$ cat src/rtl/pc_sequencer_if.sv
// Bus bundle between the PC sequencer and its environment: run control,
// the datapath PC loop, run status and the per-instruction trace.
interface pc_sequencer_if #(
    parameter int XLEN  = 64,
    parameter int CNT_W = 16
);
    // run control
    logic             start;
    logic [XLEN-1:0]  start_pc;
    logic [CNT_W-1:0] step_limit;
    // datapath loop
    logic [XLEN-1:0]  dp_new_pc;
    logic [31:0]      dp_instruction;
    logic [XLEN-1:0]  dp_result;
    logic [XLEN-1:0]  pc;
    logic             dp_reset;
    logic             dp_stall;
    // status
    logic             busy;
    logic             done;
    logic [1:0]       halt_cause;
    logic [CNT_W-1:0] retired;
    // trace
    logic             trace_valid;
    logic [XLEN-1:0]  trace_pc;
    logic [31:0]      trace_instr;
    logic [XLEN-1:0]  trace_result;

    // sequencer side
    modport master (
        input  start, start_pc, step_limit, dp_new_pc, dp_instruction, dp_result,
        output pc, dp_reset, dp_stall, busy, done, halt_cause, retired,
               trace_valid, trace_pc, trace_instr, trace_result
    );

    // datapath / run-controller side
    modport slave (
        output start, start_pc, step_limit, dp_new_pc, dp_instruction, dp_result,
        input  pc, dp_reset, dp_stall, busy, done, halt_cause, retired,
               trace_valid, trace_pc, trace_instr, trace_result
    );
endinterface

$ cat src/rtl/pc_sequencer.sv
// Program-counter sequencer: primes the datapath under reset for one cycle,
// then commits dp_new_pc every cycle until a step limit, a self-loop or an
// illegal instruction halts the run. Emits a registered retirement trace.
module pc_sequencer #(
    parameter int              XLEN     = 64,
    parameter int              CNT_W    = 16,
    parameter logic [XLEN-1:0] RESET_PC = '0
) (
    input logic            clk,
    input logic            reset,
    pc_sequencer_if.master bus
);
    typedef enum logic [1:0] {S_IDLE, S_PRIME, S_RUN, S_HALT} state_t;

    localparam logic [1:0] CAUSE_NONE    = 2'b00;
    localparam logic [1:0] CAUSE_LIMIT   = 2'b01;
    localparam logic [1:0] CAUSE_SELF    = 2'b10;
    localparam logic [1:0] CAUSE_ILLEGAL = 2'b11;

    state_t           state_q, state_d;
    logic [XLEN-1:0]  pc_q;
    logic [CNT_W-1:0] limit_q, retired_q, ret_inc;
    logic [1:0]       cause_q;
    logic             busy_q, done_q, tv_q;
    logic [XLEN-1:0]  tpc_q, tres_q;
    logic [31:0]      tinstr_q;
    logic             illegal, self_loop, limit_hit;

    // Commit decode for the instruction currently presented by the datapath
    always_comb begin
        ret_inc   = retired_q + CNT_W'(1);
        illegal   = (bus.dp_instruction == 32'h0000_0000) ||
                    (bus.dp_instruction == 32'hFFFF_FFFF);
        self_loop = (bus.dp_new_pc == pc_q);
        limit_hit = (limit_q != '0) && (ret_inc == limit_q);
    end

    // Next-state and the state-decoded datapath controls
    always_comb begin
        state_d      = state_q;
        bus.dp_reset = 1'b1;
        bus.dp_stall = 1'b1;
        case (state_q)
            S_IDLE: begin
                if (bus.start) state_d = S_PRIME;
            end
            S_PRIME: begin
                state_d = S_RUN;
            end
            S_RUN: begin
                bus.dp_reset = 1'b0;
                bus.dp_stall = 1'b0;
                if (illegal || self_loop || limit_hit) state_d = S_HALT;
            end
            S_HALT: begin
                bus.dp_reset = 1'b0;
                if (bus.start) state_d = S_PRIME;
            end
            default: state_d = S_IDLE;
        endcase
    end

    // State register
    always_ff @(posedge clk) begin
        if (reset) state_q <= S_IDLE;
        else       state_q <= state_d;
    end

    // PC, run counters, status and trace registers
    always_ff @(posedge clk) begin
        if (reset) begin
            pc_q      <= RESET_PC;
            limit_q   <= '0;
            retired_q <= '0;
            cause_q   <= CAUSE_NONE;
            busy_q    <= 1'b0;
            done_q    <= 1'b0;
            tv_q      <= 1'b0;
            tpc_q     <= '0;
            tinstr_q  <= '0;
            tres_q    <= '0;
        end else begin
            tv_q   <= 1'b0;
            busy_q <= (state_d == S_PRIME) || (state_d == S_RUN);
            done_q <= (state_q == S_RUN) && (state_d == S_HALT);
            case (state_q)
                S_IDLE, S_HALT: begin
                    if (bus.start) begin
                        pc_q      <= bus.start_pc;
                        limit_q   <= bus.step_limit;
                        retired_q <= '0;
                        cause_q   <= CAUSE_NONE;
                    end
                end
                S_RUN: begin
                    if (illegal) begin
                        // illegal words never retire; pc stays on the offender
                        cause_q <= CAUSE_ILLEGAL;
                    end else begin
                        tv_q      <= 1'b1;
                        tpc_q     <= pc_q;
                        tinstr_q  <= bus.dp_instruction;
                        tres_q    <= bus.dp_result;
                        retired_q <= (retired_q == '1) ? retired_q : ret_inc;
                        pc_q      <= bus.dp_new_pc;
                        // self-loop outranks the step limit on the same commit
                        if (self_loop)      cause_q <= CAUSE_SELF;
                        else if (limit_hit) cause_q <= CAUSE_LIMIT;
                    end
                end
                default: ;
            endcase
        end
    end

    assign bus.pc           = pc_q;
    assign bus.busy         = busy_q;
    assign bus.done         = done_q;
    assign bus.halt_cause   = cause_q;
    assign bus.retired      = retired_q;
    assign bus.trace_valid  = tv_q;
    assign bus.trace_pc     = tpc_q;
    assign bus.trace_instr  = tinstr_q;
    assign bus.trace_result = tres_q;
endmodule

$ cat src/flat_wrapper.sv
// flat-port wrapper written by rule: the top's interface ports become plain ports
module pc_sequencer_flat 
#(
    parameter int              XLEN     = 64,
    parameter int              CNT_W    = 16,
    parameter logic [XLEN-1:0] RESET_PC = '0
)
  (clk, reset, bus_start, bus_start_pc, bus_step_limit, bus_dp_new_pc, bus_dp_instruction, bus_dp_result, bus_pc, bus_dp_reset, bus_dp_stall, bus_busy, bus_done, bus_halt_cause, bus_retired, bus_trace_valid, bus_trace_pc, bus_trace_instr, bus_trace_result);
  pc_sequencer_if #(.XLEN(XLEN), .CNT_W(CNT_W)) bus_i ();
  input logic clk;
  input logic reset;
  input wire logic [$bits(bus_i.start)-1:0] bus_start;
  input wire logic [$bits(bus_i.start_pc)-1:0] bus_start_pc;
  input wire logic [$bits(bus_i.step_limit)-1:0] bus_step_limit;
  input wire logic [$bits(bus_i.dp_new_pc)-1:0] bus_dp_new_pc;
  input wire logic [$bits(bus_i.dp_instruction)-1:0] bus_dp_instruction;
  input wire logic [$bits(bus_i.dp_result)-1:0] bus_dp_result;
  output wire logic [$bits(bus_i.pc)-1:0] bus_pc;
  output wire logic [$bits(bus_i.dp_reset)-1:0] bus_dp_reset;
  output wire logic [$bits(bus_i.dp_stall)-1:0] bus_dp_stall;
  output wire logic [$bits(bus_i.busy)-1:0] bus_busy;
  output wire logic [$bits(bus_i.done)-1:0] bus_done;
  output wire logic [$bits(bus_i.halt_cause)-1:0] bus_halt_cause;
  output wire logic [$bits(bus_i.retired)-1:0] bus_retired;
  output wire logic [$bits(bus_i.trace_valid)-1:0] bus_trace_valid;
  output wire logic [$bits(bus_i.trace_pc)-1:0] bus_trace_pc;
  output wire logic [$bits(bus_i.trace_instr)-1:0] bus_trace_instr;
  output wire logic [$bits(bus_i.trace_result)-1:0] bus_trace_result;
  assign bus_i.start = bus_start;
  assign bus_i.start_pc = bus_start_pc;
  assign bus_i.step_limit = bus_step_limit;
  assign bus_i.dp_new_pc = bus_dp_new_pc;
  assign bus_i.dp_instruction = bus_dp_instruction;
  assign bus_i.dp_result = bus_dp_result;
  assign bus_pc = bus_i.pc;
  assign bus_dp_reset = bus_i.dp_reset;
  assign bus_dp_stall = bus_i.dp_stall;
  assign bus_busy = bus_i.busy;
  assign bus_done = bus_i.done;
  assign bus_halt_cause = bus_i.halt_cause;
  assign bus_retired = bus_i.retired;
  assign bus_trace_valid = bus_i.trace_valid;
  assign bus_trace_pc = bus_i.trace_pc;
  assign bus_trace_instr = bus_i.trace_instr;
  assign bus_trace_result = bus_i.trace_result;
  pc_sequencer #(.XLEN(XLEN), .CNT_W(CNT_W), .RESET_PC(RESET_PC)) u_core (.clk(clk), .reset(reset), .bus(bus_i));
endmodule
$ cat config.mk
export PLATFORM = sky130hd
export DESIGN_NAME = pc_sequencer_flat
export DESIGN_NICKNAME = d
export VERILOG_FILES = /design/src/rtl/pc_sequencer_if.sv /design/src/rtl/pc_sequencer.sv /design/src/flat_wrapper.sv
export SDC_FILE = /design/constraint.sdc
export NUM_CORES = 1
export LEC_CHECK = 0
export BUFFER_PORTS_ARGS = -buffer_cell sky130_fd_sc_hd__buf_2
export CAP_MARGIN = 15
export CORE_AREA = 10 10 185 187
export CTS_CLUSTER_DIAMETER = 200
export DETAILED_ROUTE_END_ITERATION = 16
export DIE_AREA = 0 0 195 197
export PLACE_DENSITY_LB_ADDON = 0.1
export RECOVER_POWER = 100
export REMOVE_ABC_BUFFERS = 1
export SETUP_SLACK_MARGIN = 0.5
export SLEW_MARGIN = 5
export SYNTH_ARGS = -nofsm -noshare
export SYNTH_HDL_FRONTEND = slang
export SYNTH_SLANG_ARGS = --single-unit
$ cat constraint.sdc
create_clock -name clk -period 4.24 [get_ports clk]
set_clock_uncertainty 0.15 [all_clocks]
set_input_delay 0.424 -clock clk [delete_from_list [all_inputs] [get_ports clk]]
set_output_delay 0.424 -clock clk [all_outputs]
set_load 0.1 [all_outputs]
==> results.sh <==
export IMPL_crit_arrival_ps=3970
export IMPL_hold_viol_final=0
export IMPL_cts_sinks=263
export IMPL_violations="max-capacitance violations, max-slew violations"
export IMPL_finalWirelength_um=45510
export IMPL_syn2layout_area_growth_pct=38.54
export IMPL_max_slew_margin_rel=-0.2207
export IMPL_cts_root_buf="clkbuf_16"
export IMPL_yosys_top_cells_area="dfxtp_1 46%, nand2_1 12%, a21oi_1 8.1%"
export IMPL_synth_area_per_cell_um2=8.241
export IMPL_grt_first_pass_wirelength_um=68220
export IMPL_crit_type="in2reg"
export IMPL_clk_path_buf_depth=3
export IMPL_switching_power_mw=6.802
export IMPL_dp_slack_ps=914.2
export IMPL_cp_end_kind="flip-flop"
export IMPL_maxCapViolCount=2
export IMPL_rsz0062_at_grt="false"
export IMPL_startpoint_type="input port"
export IMPL_yosys_most_used_dff="dfxtp_1"
export IMPL_drc_errors=0
export IMPL_period_share=0.8615
export IMPL_start_util=0.3735
export IMPL_die_w_um=195
export IMPL_clkPwrFrac=0.216
export IMPL_leakage_nw=5.995
export IMPL_hold_path_class="in2reg"
export IMPL_fp_dieH_um=197
export IMPL_worst_slack_ps=587.1
export IMPL_rows=64
export IMPL_final_layout_size_suffix_gt1_frac=0.1594
export IMPL_r2r_setup_slack_ps=820
export IMPL_comb_power_share=0.511
export IMPL_wl_per_cell_um=19.61
export IMPL_fin_total_pwr_mw=12.71
export IMPL_syn_area_um2=11360
export IMPL_core_um2=30430
export IMPL_clk_latency_ps=550
export IMPL_dr_first_iter_drc_count=671
export IMPL_cts_resized=0
export IMPL_portBuffers=489
export IMPL_cts_buffers=29
export IMPL_overflow=0
export IMPL_critical_path_peak_fanout=66
export IMPL_final_cell_mix="367 x nand2_1, 263 x dfxtp_1, 253 x clkbuf_1"
export IMPL_htreeDepth=1
export IMPL_fmax_mhz=273.8
export IMPL_final_nets=2147
export IMPL_grt_util_all_layers=0.2193
export IMPL_path_clk_slew_ps=60
export IMPL_synth_seq_cells=263
export IMPL_status="finished with violations"
export IMPL_drt_first_pass_iters=5
export IMPL_syn_instance_count=1379
export IMPL_cp_data_required_time_ps=4550
export IMPL_vias=11580
export IMPL_io_pin_count=490
export IMPL_p_sw_frac=0.5352
export IMPL_tightestPinTransition_ps=1827
export IMPL_grt_start_max_net_pins=141
export IMPL_setup_viol=0
export IMPL_holdWs_ps=25.86
export IMPL_fin_crit_ps=3653
export IMPL_internal_power_mw=5.908
export IMPL_ir_worst_vdd_uv=511.4
export IMPL_grt_pass1_vias=11394
export IMPL_die_area_um2=38420
export IMPL_post_drt_via_cell_ratio=4.989
export IMPL_synth_top_area_share=0.4633
export IMPL_ant_nets=0
export IMPL_synth_edf_count=0
export IMPL_layout_commonest_cell="nand2_1"
export IMPL_ys_warnings_count=0
export IMPL_synth_cell_type_count=56
export IMPL_yosys_area_top_type="dfxtp_1"
export IMPL_ys_seq_area_frac=0.4633
export IMPL_postLayoutCellArea_um2=15750
export IMPL_placed_cell_area_um2=14030
export IMPL_pwr_share_seq=0.273
export IMPL_p_per_area_nw_per_um2=807.3
export IMPL_cts_tree="built"
export IMPL_place_gp_congestion=0.8988
export IMPL_ys_async_sr_fraction=0
export IMPL_antenna_found_initial=10
export IMPL_slew_violations=81
export IMPL_dp_hpwl_um=33580
## Yosys cell counts (all sizes together), types with 2 or more instances
| cell | n |
|---|---|
| nor4 | 33 |
| and2 | 3 |
| or4 | 4 |
| o211ai | 6 |
| nand3 | 18 |
| dfxtp | 263 |
| nor2b | 2 |
| xnor2 | 12 |
| nor2 | 72 |
| nand2 | 367 |
| mux2i | 64 |
| ha | 5 |
| a32o | 14 |
| and4 | 4 |
| a21oi | 184 |
| o21ai | 4 |
| and3 | 8 |
| clkbuf | 94 |
| buf | 15 |
| xor2 | 73 |
| a31oi | 2 |
| nor3 | 11 |
| nor3b | 3 |
| a211oi | 69 |
| nand4 | 23 |
| inv | 5 |
## logic make-up after synthesis
logic type	share of synthesized area
compound gates	0.1584
xor+xnor	0.06551
fa+ha+maj	0.005505
buf+inv	0.04293
mux	0.05637
flops	0.4633
simple gates	0.2080
## power by group through the flow
stage | sequential (mW) | combinational, mW | clock, mW
6_report | 3.47 | 6.49 | 2.74
5_1_grt | 3.55 | 6.90 | 2.91
4_1_cts | 3.46 | 6.69 | 2.82
3_5_place_dp | 3.51 | 6.61 | 0
3_3_place_gp | 3.50 | 6.60 | 0
2_1_floorplan | 6.69 | 2.05 | 0
## through the flow
| step | instances | util | setup TNS [ps] |
|---|---|---|---|
| 2_1_floorplan | 1270 | - | -690220 |
| 3_3_place_gp | 2165 | 0.4611 | 0 |
| 3_5_place_dp | 2165 | 0.4611 | 0 |
| 4_1_cts | 2316 | 0.5281 | 0 |
| 5_1_grt | 2316 | 0.5170 | 0 |
| 6_report | 2321 | 0.5174 | 0 |
## layer usage
layer  up-vias  global-route usage  part of all wire
met5         -                   0            0.0012
met4         8             0.05741             0.024
met3        78             0.08028             0.097
met2       442              0.3671              0.47
met1      5262              0.2606              0.41
li1       5790                   -                 -
## worst paths after layout
kind,from,depth (start not counted),to
max,bus_dp_instruction[14],9,u_core.bus.trace_result[7]
min,bus_dp_instruction[2],3,u_core.bus.trace_instr[2]
max reg2reg,u_core.bus.retired[2],8,u_core.bus.busy
min reg2reg,u_core.bus.trace_result[50],2,u_core.bus.trace_result[50]
## cell type report
cell class                 instances  area [um^2]
antenna                            5        12.51
clock buffer                      40        827.0
sequential                       263         5265
tap                              396        495.5
timing repair buffer             598         3287
fill                            3032        14680
inverter                           6        22.52
multi-input combinational       1001         5615
clock inverter                    12        220.2
## sequential cells by signal, indices dropped and copies added, names as in the netlist
| name | flops |
|---|---|
| u_core.bus.busy | 1 |
| u_core.bus.done | 1 |
| u_core.bus.halt_cause | 2 |
| u_core.bus.pc | 64 |
| u_core.bus.retired | 16 |
| u_core.bus.trace_instr | 32 |
| u_core.bus.trace_pc | 64 |
| u_core.bus.trace_result | 64 |
| u_core.bus.trace_valid | 1 |
| u_core.limit_q | 16 |
| u_core.state_q | 2 |
## worst max-delay path, stage by stage
cell           delay, ps
dlygate4sd3_1        530
buf_2                140
nand4_1              100
nor4_1               430
a2bb2oi_1            260
nand2_1             1360
buf_12               400
nand2_1               90
a21oi_1              170
## what timing repair did
| action | CTS | global route |
|---|---|---|
| buffers inserted | 0 | 0 |
| hold buffers | 99 | 0 |
| endpoints found under the hold margin | 99 | 0 |
No activity file was read; power rests on OpenSTA's default activity.
